<file path="config.mk">
export PLATFORM = sky130hd
export DESIGN_NAME = uart_rx_fifo
export DESIGN_NICKNAME = d
export VERILOG_FILES = /design/src/rtl/uart_pkg.sv /design/src/rtl/uart_fifo_ram.sv /design/src/rtl/uart_rx_fifo.sv
export SDC_FILE = /design/constraint.sdc
export NUM_CORES = 1
export LEC_CHECK = 0
export ABC_AREA = 0
export CORE_MARGIN = 1
export CORE_UTILIZATION = 26
export DETAILED_ROUTE_END_ITERATION = 16
export HOLD_SLACK_MARGIN = 0.03
export PLACE_DENSITY = 0.46
export REMOVE_ABC_BUFFERS = 1
export SYNTH_ARGS = -nofsm -noshare
export SYNTH_HDL_FRONTEND = slang
export SYNTH_HIERARCHICAL = 1
export SYNTH_SLANG_ARGS = --single-unit
</file>
<file path="constraint.sdc">
create_clock -name clk -period 7.1 [get_ports clk]
set_clock_uncertainty 0.1 [all_clocks]
set_input_delay 2.13 -clock clk [delete_from_list [all_inputs] [get_ports clk]]
set_output_delay 2.13 -clock clk [all_outputs]
set_load 0.05 [all_outputs]
</file>
<file path="src/rtl/uart_pkg.sv">
// Shared UART constants: default data width, RX FIFO depth and status-register bit positions.
package uart_pkg;

    localparam int unsigned UART_DATA_W        = 8;
    localparam int unsigned UART_RX_FIFO_DEPTH = 16;

    // Status register bit positions
    localparam int unsigned STAT_RX_READY = 0;
    localparam int unsigned STAT_TX_BUSY  = 1;
    localparam int unsigned STAT_OVERRUN  = 2;
    localparam int unsigned STAT_RX_FULL  = 3;

endpackage

</file>
<file path="src/rtl/uart_fifo_ram.sv">
// FIFO storage: DEPTH x DATA_W, one synchronous write port, one asynchronous read port.
module uart_fifo_ram
    import uart_pkg::*;
#(
    parameter int unsigned DEPTH  = UART_RX_FIFO_DEPTH,
    parameter int unsigned DATA_W = UART_DATA_W
) (
    input  logic                     clk,
    input  logic                     we,
    input  logic [$clog2(DEPTH)-1:0] waddr,
    input  logic [DATA_W-1:0]        wdata,
    input  logic [$clog2(DEPTH)-1:0] raddr,
    output logic [DATA_W-1:0]        rdata
);

    logic [DATA_W-1:0] mem [DEPTH];

    // Contents are deliberately left unreset
    always_ff @(posedge clk) begin
        if (we) begin
            mem[waddr] <= wdata;
        end
    end

    assign rdata = mem[raddr];

endmodule

</file>
<file path="src/rtl/uart_rx_fifo.sv">
// UART receive FIFO: FWFT head, edge-triggered CPU read, threshold interrupt.
// Optional sticky overrun flag built when UART_RX_FIFO_OVERRUN_EN is defined.
module uart_rx_fifo
    import uart_pkg::*;
#(
    parameter int unsigned DEPTH  = UART_RX_FIFO_DEPTH,
    parameter int unsigned DATA_W = UART_DATA_W
) (
    input  logic                       clk,
    input  logic                       rst,
    input  logic                       wr_valid,
    input  logic [DATA_W-1:0]          wr_data,
    input  logic                       rd_req,
    output logic [DATA_W-1:0]          rd_data,
    output logic                       empty,
    output logic                       full,
    output logic [$clog2(DEPTH):0]     count,
    input  logic                       irq_en,
    input  logic [$clog2(DEPTH):0]     thresh,
`ifdef UART_RX_FIFO_OVERRUN_EN
    output logic                       overrun,
    input  logic                       clr_overrun,
`endif
    output logic                       irq
);

    localparam int unsigned AW = $clog2(DEPTH);
    localparam int unsigned CW = AW + 1;

    logic [AW-1:0]     wr_ptr_q, wr_ptr_d;
    logic [AW-1:0]     rd_ptr_q, rd_ptr_d;
    logic [CW-1:0]     count_q, count_d;
    logic              rd_req_q, rd_req_d;
    logic              push, pop;
    logic [CW-1:0]     thresh_eff;
    logic [DATA_W-1:0] ram_rdata;

    // Pop only on a read-strobe rising edge; a pop frees a slot for a same-cycle push
    always_comb begin
        pop      = rd_req && !rd_req_q && (count_q != '0);
        push     = wr_valid && ((count_q != CW'(DEPTH)) || pop);
        wr_ptr_d = push ? wr_ptr_q + AW'(1) : wr_ptr_q;
        rd_ptr_d = pop  ? rd_ptr_q + AW'(1) : rd_ptr_q;
        rd_req_d = rd_req;
        count_d  = count_q;
        case ({push, pop})
            2'b10:   count_d = count_q + CW'(1);
            2'b01:   count_d = count_q - CW'(1);
            default: count_d = count_q;
        endcase
    end

    always_ff @(posedge clk) begin
        if (rst) begin
            wr_ptr_q <= '0;
            rd_ptr_q <= '0;
            count_q  <= '0;
            rd_req_q <= 1'b0;
        end else begin
            wr_ptr_q <= wr_ptr_d;
            rd_ptr_q <= rd_ptr_d;
            count_q  <= count_d;
            rd_req_q <= rd_req_d;
        end
    end

`ifdef UART_RX_FIFO_OVERRUN_EN
    logic overrun_q, overrun_d;

    // Sticky drop flag; a new drop beats a same-cycle clear
    always_comb begin
        overrun_d = overrun_q;
        if (wr_valid && !push) begin
            overrun_d = 1'b1;
        end else if (clr_overrun) begin
            overrun_d = 1'b0;
        end
    end

    always_ff @(posedge clk) begin
        if (rst) begin
            overrun_q <= 1'b0;
        end else begin
            overrun_q <= overrun_d;
        end
    end

    assign overrun = overrun_q;
`endif

    uart_fifo_ram #(
        .DEPTH  (DEPTH),
        .DATA_W (DATA_W)
    ) u_ram (
        .clk   (clk),
        .we    (push && !rst),
        .waddr (wr_ptr_q),
        .wdata (wr_data),
        .raddr (rd_ptr_q),
        .rdata (ram_rdata)
    );

    assign thresh_eff = (thresh == '0) ? CW'(1) : thresh;
    assign count      = count_q;
    assign empty      = (count_q == '0);
    assign full       = (count_q == CW'(DEPTH));
    assign rd_data    = empty ? '0 : ram_rdata;
    assign irq        = irq_en && (count_q >= thresh_eff);

endmodule

</file>
# ---- Yosys cells after proc, flatten, opt, wreduce, memory -nomap -nowiden
# Memories as Yosys holds them, arrays and structs flattened. A register that Yosys moved wholly into a read port is not among the register bits.
# Index checks and enable logic that the tools add are counted.
dict set report word_totals {
  mem_count 1
  ff_bits 14
  elab_cells 33
  out_inout_bits 16
  in_bits 18
  mem_bits_rw 128
}
# name depth word_bits read_ports rd_clocked_by_memory_dff write_ports line
set mem_list {}
lappend mem_list {u_ram.mem 16 8 1 1 1 uart_fifo_ram.sv:16} ;# logic [DATA_W-1:0] mem [DEPTH];
dict set report op_classes {
  reduce_logical 12
  n_eq_ne 4
  mux 7
  order_cmp 1
  add_sub_neg 4
}
# cell n
set ops {}
lappend ops {{5-bit zero test} 2}
lappend ops {{5-bit case mux with 2 select lines} 1}
lappend ops {{4-bit by 1-bit adder with 4-bit output (second input constant)} 2}
lappend ops {{4-bit 2-to-1 mux} 2}
lappend ops {{8-bit 2-to-1 mux} 1}
lappend ops {{5-bit by 1-bit adder with 5-bit output (second input constant)} 1}
lappend ops {{5-bit == test (second input constant)} 1}
lappend ops {{5-bit >= comparator} 1}
lappend ops {{1-bit logical AND} 5}
lappend ops {{5-bit 2-to-1 mux} 1}
lappend ops {{5-bit inequality test (second input constant)} 1}
lappend ops {{5-bit nonzero test} 1}
lappend ops {{5-bit by 1-bit subtractor with 5-bit output (second input constant)} 1}
lappend ops {{2-bit by 1-bit == test with 1-bit output (second input constant)} 1}
lappend ops {{2-bit == test (second input constant)} 1}
lappend ops {{1-bit zero test} 2}
lappend ops {{1-bit 2-to-1 mux} 2}
lappend ops {{2-bit nonzero test} 1}
lappend ops {{1-bit logical OR} 1}

# ---- Depth between registers and ports, before layout
# Gate-level depths: netlist of the first run.
dict set report depth {
  ltp_word 8
  mapped_depth 10
  depth_no_buf 10
}

# ---- By module
# The synthesis of the first run kept the hierarchy.
# module n_inst area_each_um2 cells_per_inst seq_area_each_um2
set modules_own_cells {}
lappend modules_own_cells {uart_fifo_ram 1 4987.3 221 3843.7}
lappend modules_own_cells {uart_rx_fifo 1 957.2 108 280.3}

# ---- Worst setup path after synthesis of the first run
# OpenSTA, ideal clock, no wires.
dict set report synth_path {
  path_type {input to output}
  from {in thresh[3]}
  to {out irq}
  path_stages 7
  path_slack_ps 893
  arrival_time_ps 3977
  t_required_ps 4870
  cell_sequence {inv_1 a41o_1 ha_1 nand2b_1 a21o_1 a21oi_1 o21ai_0}
}
dict set report synth_via {
  elab_chain_cells 4
}
# element line
set synth_rtl {}
lappend synth_rtl {{from (decl)} uart_rx_fifo.sv:19} ;# input logic [$clog2(DEPTH):0] thresh,
lappend synth_rtl {{5-bit zero test} uart_rx_fifo.sv:103} ;# assign thresh_eff = (thresh == '0) ? CW'(1) : thresh;
lappend synth_rtl {{5-bit 2-to-1 mux (*)} uart_rx_fifo.sv:103}
lappend synth_rtl {{5-bit >= comparator (*)} uart_rx_fifo.sv:108} ;# assign irq = irq_en && (count_q >= thresh_eff);
lappend synth_rtl {{1-bit logical AND (*)} uart_rx_fifo.sv:108}
lappend synth_rtl {{to (decl)} uart_rx_fifo.sv:24} ;# output logic irq
# Mark *: on every way between the ends. The rest lies on a longest branch, timed or not.

# ---- Final worst setup path of the first run
# Same ends and word-level chain as after synthesis.

==> summary.txt, run 1 <==
Yosys
  • Synth Area in Compound Gates: 0.0423
  • Async S/R FF share, synth: 0
  • YS warnings: 6
  • FF+latch count, synth: 142
  • Avg Inst Size Synth: 18.1 µm²
  • Netlist area before placement: ~0.0059 mm²
  • Post-synthesis sequential area ratio: 0.694
  • Count of flip-flops with a built-in enable after synthesis: 128
  • Top flip-flop cell by instance count after synthesis: edfxtp_1
  • Synthesized instance count: about 330
  • Post-synthesis xor/xnor area fraction: 0.0133
  • Largest family of logic cells by synthesized area: multiplexers
  • Synthesized-area fraction occupied by and/or/nand/nor cells: 0.0684
  • Share of synthesized cell area in full adder, half adder and majority cells: 0.0244
  • Share of synthesized area spent on multiplexers: 0.135
  • Count of cell types in the netlist: 42

Placement
  • Buffers added on ports: 33
  • Final HPWL from detailed placement: 8040 µm
  • Routability cong.: 0.709
  • Worst slack at placement: between 0.4 and 0.5 ns

Finish
  • Most common cell after layout, fill and taps aside: edfxtp_1
  • Area growth, synth to finish: 20.7%
  • Antenna cells: 0
  • Total number of nets in the final design: 402
  • Commonest cells after routing, fill and taps aside: 128 x edfxtp_1, 33 x clkdlybuf4s50_1, 25 x nor2_1
  • Layout cells sized above 1: 0.168

Clocking
  • Count of hold buffers inserted by post-cts repair: 0
  • Root cell of the clock tree: clkbuf_16
  • Buffers inserted by post-CTS timing repair: 0
  • # clock sinks: ~140
  • Cts bufs inserted: 17
  • Clock latency reported for the late side of the worst-skew pair: 0.41 ns
  • Clock transition time at the flip-flop clock pins of the worst setup and hold paths: around 0.060 ns
  • Number of resized instances in the post-cts repair step: 0
  • Number of H-tree branching levels: 4
  • Maximum clock path buffer count: 2
  • CTS tree: built

Floorplan
  • Total I/O pin count: 34
  • Die Width: 153 µm
  • CORE AREA: 0.0221 mm²
  • Std cell rows: 54
  • Die height: 153 µm
  • Total die area: 0.0235 mm²
  • Initial standard-cell utilization of the core: 0.269

Setup path
  • Ordered cell list for the critical path: clkdlybuf4s50_1 > inv_1 > a41o_1 > ha_1 > nand2b_1 > a21o_1 > a21oi_1 > o21ai_0 > clkdlybuf4s50_1
  • Worst endpoint data arrival time: 4.41 ns
  • Class of the most critical setup path: primary input to primary output
  • Max FO, Critical Path: 2
  • Bufs and invs on worst path: 3
  • Capturing element type of the critical path: primary output
  • Max stage delay on crit path: 0.83 ns
  • Worst setup SP type: primary input
  • CP dominant cell by count: clkdlybuf4s50_1
  • CP max stage cell: clkdlybuf4s50_1
  • Top cell family by delay on the critical path: buffers and inverters
  • Worst EP required: 4.87 ns

Timing
  • Worst slew pin tran: 1.01 ns
  • Time the final worst path needs with I/O delays and setup: 6.64 ns
  • Slew margin rel.: 0.322
  • Number of failing hold endpoints at the final stage: 0
  • Worst-case hold slack: 0.491 ns
  • Final total negative setup slack: 0 ns
  • Maximum clock frequency: 151 MHz
  • Setup repair after global routing missed its margin: no
  • Pins over their slew limit: 0
  • Final worst path period share: 0.935
  • Crit path setup slack, layout: 0.463 ns
  • Setup violation total in the final timing report: 0

Route
  • Post-route DRC: 0
  • Number of antenna-violating nets in the routed design: 0
  • Total number of vias: ~3000
  • Initial DRC Count: 160
  • Iteration count of the initial detailed-routing pass: 4
  • Avg Vias per Cell: 4.56
  • Final wirelength: around 13000 µm
  • Routed length per instance: 18.9 µm

Min path
  • Worst hold path type: flop to flop

Flow run
  • Max-cap viol count: 0

GRT
  • Via count of the first global-routing pass: approximately 3100
  • Number of antenna violations at the first check in global routing: 0
  • First-pass GRT wire length: just under 20000 µm
  • Maximum number of pins on one net before global-route repair: 36
  • Remaining global-route overflow: 0
  • Overall track demand over capacity in global routing: 0.114

Power
  • Peak ir drop on the vdd network: 0.147 mV
  • P per Cell Area: ~340 mW/mm²
  • Leakage power summed over all cells: 2.33 nW

Status
  • Result of the run: complete, no violations
[flip-flops by register name, indices dropped and copies added, names as in the netlist]
signal and count:
count 5, rd_ptr_q 4, wr_ptr_q 4, rd_req_q 1, u_ram/mem 128
[where the power goes]
group / internal (W) / leakage [nW] / switching, W
Sequential: 0.000932 / 1.27 / 0.0000513
Combinational: 0.000244 / 0.780 / 0.000329
Clock: 0.000552 / 0.278 / 0.000339
Total: 0.00173 / 2.33 / 0.000720
[kinds of logic after synthesis]
group / Yosys count
AOI/OAI and AO/OA: 33
xor gates and xnor gates: 9
adders and majority gates: 11
buffers and inverters: 22
DFF: 142
muxes: 35
and+or+nand+nor: 77
[Yosys cell counts (all sizes together), types with 2 or more instances]
library cell   number  area [µm²]
nor3b               2        15.0
ha                 10         125
nor3                4        20.0
dfxtp              14         280
nand2              15        63.8
nand2b              5        31.3
nand3b              3        22.5
mux2i               3        30.0
inv                10        40.0
nand3               2        10.0
mux4               32         773
a21oi               5        28.8
a22oi              16         120
edfxtp            128        3840
clkdlybuf4s25       3        30.0
xor2                4        35.0
nor2b              12        75.1
a21o                2        15.0
nor2               25        93.8
a31oi               2        27.5
buf                 8        61.3
and2                3        18.8
xnor2               5        43.8
nand4               2        12.5
o21ai               4        20.0
[layout make-up]
cell class / count / area [µm²]
fill: 2132 / 14900
sequential: 142 / 4130
multi-input combinational: 165 / 1700
clock buffer: 18 / 429
timing repair buffer: 37 / 360
tap: 280 / 350
clock inverter: 14 / 169
inverter: 10 / 40.0
[metal layers]
metal	wire, µm	vias up	GRT usage
met2	5920	48	0.179
met5	0	-	0
met3	315	14	0.0272
li1	-	1401	-
met4	160	0	0.0447
met1	6170	1576	0.151
[worst min-delay path: stages (launching register included)]
cell     delay [ns]
dfxtp_1        0.40
xor2_1         0.09
nor2_1         0.07
[per-stage QoR]
stage	cell area, µm²	util	power, W	std cells
after floorplan	5850	-	0.00139	317
after global placement	6580	0.298	0.00158	634
after detailed placement	6580	0.298	0.00158	634
after CTS	7170	0.325	0.00248	666
after global routing	7170	0.325	0.00254	666
final	7170	0.325	0.00245	666
[path summary, 6_finish.rpt]
| check | startpoint | end | slack (ns) | depth (start not counted) |
|---|---|---|---|---|
| worst min-delay path | wr_ptr_q[3]$_SDFFE_PP0P_ | wr_ptr_q[3]$_SDFFE_PP0P_ | 0.49 | 2 |
| worst min register to register | wr_ptr_q[3]$_SDFFE_PP0P_ | wr_ptr_q[3]$_SDFFE_PP0P_ | 0.49 | 2 |
| worst max register to register | count[2]$_SDFFE_PP0P_ | u_ram/mem[1][6]$_DFFE_PP_ | 3.84 | 5 |
| worst max-delay path | thresh[3] | irq | 0.46 | 9 |
No activity file was read; power rests on OpenSTA's default activity.
==> run 2: changes to the inputs <==
--- a/config.mk
+++ b/config.mk
@@ -6,11 +6,12 @@
 export NUM_CORES = 1
 export LEC_CHECK = 0
 export ABC_AREA = 0
+export CAP_MARGIN = 15
 export CORE_MARGIN = 1
 export CORE_UTILIZATION = 26
 export DETAILED_ROUTE_END_ITERATION = 16
 export HOLD_SLACK_MARGIN = 0.03
-export PLACE_DENSITY = 0.46
+export PLACE_DENSITY = 0.48
 export REMOVE_ABC_BUFFERS = 1
 export SYNTH_ARGS = -nofsm -noshare
 export SYNTH_HDL_FRONTEND = slang
==> constraint.sdc (replaced) <==
create_clock -name clk -period 6 [get_ports clk]
set_clock_uncertainty 0.1 [all_clocks]
set_input_delay 1.8 -clock clk [delete_from_list [all_inputs] [get_ports clk]]
set_output_delay 1.8 -clock clk [all_outputs]
set_load 0.05 [all_outputs]
==> summary.txt, run 2 (synthesis results as in run 1) <==
Setup path
  • Max FO, Critical Path: 2 (unchanged)
  • Class of the most critical setup path: primary input to primary output
  • Worst EP required: 4.10 ns (-0.77 ns)
  • Capturing element type of the critical path: primary output
  • Worst setup SP type: primary input
  • Worst endpoint data arrival time: 3.56 ns (-0.85 ns)

Floorplan
  • Std cell rows: 54 (unchanged)
  • Total die area: 0.0235 mm² (unchanged)
  • Die height: 153 µm (unchanged)
  • CORE AREA: 0.0221 mm² (unchanged)
  • Die Width: 153 µm (unchanged)
  • Total I/O pin count: 34 (unchanged)
  • Initial standard-cell utilization of the core: 0.269 (unchanged)

GRT
  • GRT met1 Usage: 0.153 (+0.00225)
  • Overall track demand over capacity in global routing: 0.116 (+0.00192)
  • Met3 track demand over resource in global routing: 0.0303 (+0.00312)
  • GR met2 Demand/Resource: 0.185 (+0.00652)
  • First-pass GRT wire length: 19600 µm (+2.0%)
  • Via count of the first global-routing pass: 3194 (+1.9%)
  • Number of antenna violations at the first check in global routing: 0 (unchanged)
  • Remaining global-route overflow: 0 (unchanged)
  • Layer with the highest usage after global routing: met2
  • Maximum number of pins on one net before global-route repair: 36 (unchanged)

Clocking
  • Buffers inserted by post-CTS timing repair: 0 (unchanged)
  • Clock latency reported for the late side of the worst-skew pair: 0.41 ns (about the same)
  • Maximum clock path buffer count: 2 (unchanged)
  • Number of resized instances in the post-cts repair step: 0 (unchanged)
  • CTS tree: built
  • Count of hold buffers inserted by post-cts repair: 0 (unchanged)
  • Number of H-tree branching levels: 4 (unchanged)
  • Root cell of the clock tree: clkbuf_16
  • Clock transition time at the flip-flop clock pins of the worst setup and hold paths: 0.06 ns (about the same)
  • Cts bufs inserted: 17 (unchanged)
  • # clock sinks: 142 (unchanged)

Finish
  • Largest register by flop count: u_ram/mem
  • Area growth, synth to finish: 20.5%
  • Antenna cells: 0 (unchanged)
  • FILL cells: 2105 (-1.3%)
  • Most common cell after layout, fill and taps aside: edfxtp_1
  • Total number of nets in the final design: 408 (+1.5%)
  • Commonest cells after routing, fill and taps aside: 128 x edfxtp_1, 32 x clkdlybuf4s50_1, 25 x nor2_1
  • Max FFs per register: 128 (unchanged)
  • Non-filler cells, final: 671 (+0.75%)
  • Fraction of the core area covered by cells at the end of the flow: 0.324 (-0.000566)
  • Layout cells sized above 1: 0.174 (+0.00552)

Timing
  • Worst slew pin tran: 1.02 ns (+0.00993 ns)
  • Maximum clock frequency: 183 MHz
  • Pins over their slew limit: 0 (unchanged)
  • Time the final worst path needs with I/O delays and setup: 5.46 ns
  • Setup repair after global routing missed its margin: no
  • Final worst path period share: 0.911
  • Slew margin rel.: 0.315 (-0.00665)
  • Final total negative setup slack: 0 ns (unchanged)
  • Number of failing hold endpoints at the final stage: 0 (unchanged)
  • Setup violation total in the final timing report: 0 (unchanged)

Route
  • Total number of vias: 3094 (+1.8%)
  • Routed length per instance: 19.0 µm (+0.88%)
  • Number of antenna-violating nets in the routed design: 0 (unchanged)
  • Final wirelength: 12800 µm (+1.6%)
  • Avg Vias per Cell: 4.61 (+1.1%)
  • Iteration count of the initial detailed-routing pass: 4 (unchanged)
  • Initial DRC Count: 248 (+55%)
  • Post-route DRC: 0 (unchanged)

Placement
  • Cell count after placement: 640 (+0.95%)
  • Buffers added on ports: 33 (unchanged)
  • Final HPWL from detailed placement: 8150 µm (+1.4%)
  • Routability cong.: 0.723 (+2.0%)

Power
  • Leakage power summed over all cells: 2.33 nW (about the same)
  • P per Cell Area: 394 mW/mm² (+16%)
  • Peak ir drop on the vdd network: 0.173 mV (+17%)

Min path
  • Worst hold path type: flop to flop

Flow run
  • Max-cap viol count: 0 (unchanged)

Status
  • Result of the run: complete, no violations
## run 2: cell types whose count changed in the layout (fill, tap and decap cells not counted)
cell and delta:
buf_12 +1, clkinv_4 -2, nor3_2 -3, clkdlybuf4s50_1 -1, inv_6 +2, bufinv_16 -2, buf_4 +6, clkinvlp_4 +1
nor3_1 +3
## run 2: worst paths after layout
check | slack (ns) | start | to | cells after the start
setup / recovery | 0.54 | thresh[3] | irq | 9
hold / removal | 0.49 | wr_ptr_q[3]$_SDFFE_PP0P_ | wr_ptr_q[3]$_SDFFE_PP0P_ | 2
setup reg to reg | 3.11 | count[3]$_SDFFE_PP0P_ | u_ram/mem[9][7]$_DFFE_PP_ | 5
hold reg to reg | 0.49 | wr_ptr_q[3]$_SDFFE_PP0P_ | wr_ptr_q[3]$_SDFFE_PP0P_ | 2
## run 2: layer usage
metal  routed length, µm  up-vias
met4                 102        0
met1                6220     1597
li1                    -     1415
met3                 508       10
met5                   0        -
met2                5940       72
## run 2: critical path, stage by stage
cell	delay [ns]
clkdlybuf4s50_1	0.45
inv_1	0.05
a41o_1	0.24
ha_1	0.26
nand2b_1	0.13
a21o_1	0.17
a21oi_1	0.15
o21ai_0	0.11
buf_4	0.20
## run 2: area by class of cell
type,instances,area (µm²),area share
Sequential cell,142,4130,0.576
Timing Repair Buffer,43,415,0.0580
Multi-Input combinational cell,165,1690,0.235
Tap cell,280,350,0.0489
Inverter,10,40.0,0.00559
Clock inverter,13,116,0.0162
Clock buffer,18,429,0.0599
## run 2: per-stage QoR
step           hold WS (ns)  total power, W  worst slack [ns]  area (µm²)
6_report              0.494         0.00283             0.536        7160
3_3_place_gp          0.466         0.00188             0.581        6620
3_5_place_dp          0.464         0.00188             0.530        6620
4_1_cts               0.491         0.00286             0.521        7160
5_1_grt               0.563         0.00295             0.398        7160
2_1_floorplan         0.422         0.00165             0.453        5850
## run 2: where the power goes
group          total [W]  leakage (nW)  internal, W  switching [W]
logic           0.000714         0.807     0.000296       0.000418
registers        0.00114          1.27      0.00110      0.0000408
clock network   0.000968         0.251     0.000568       0.000400
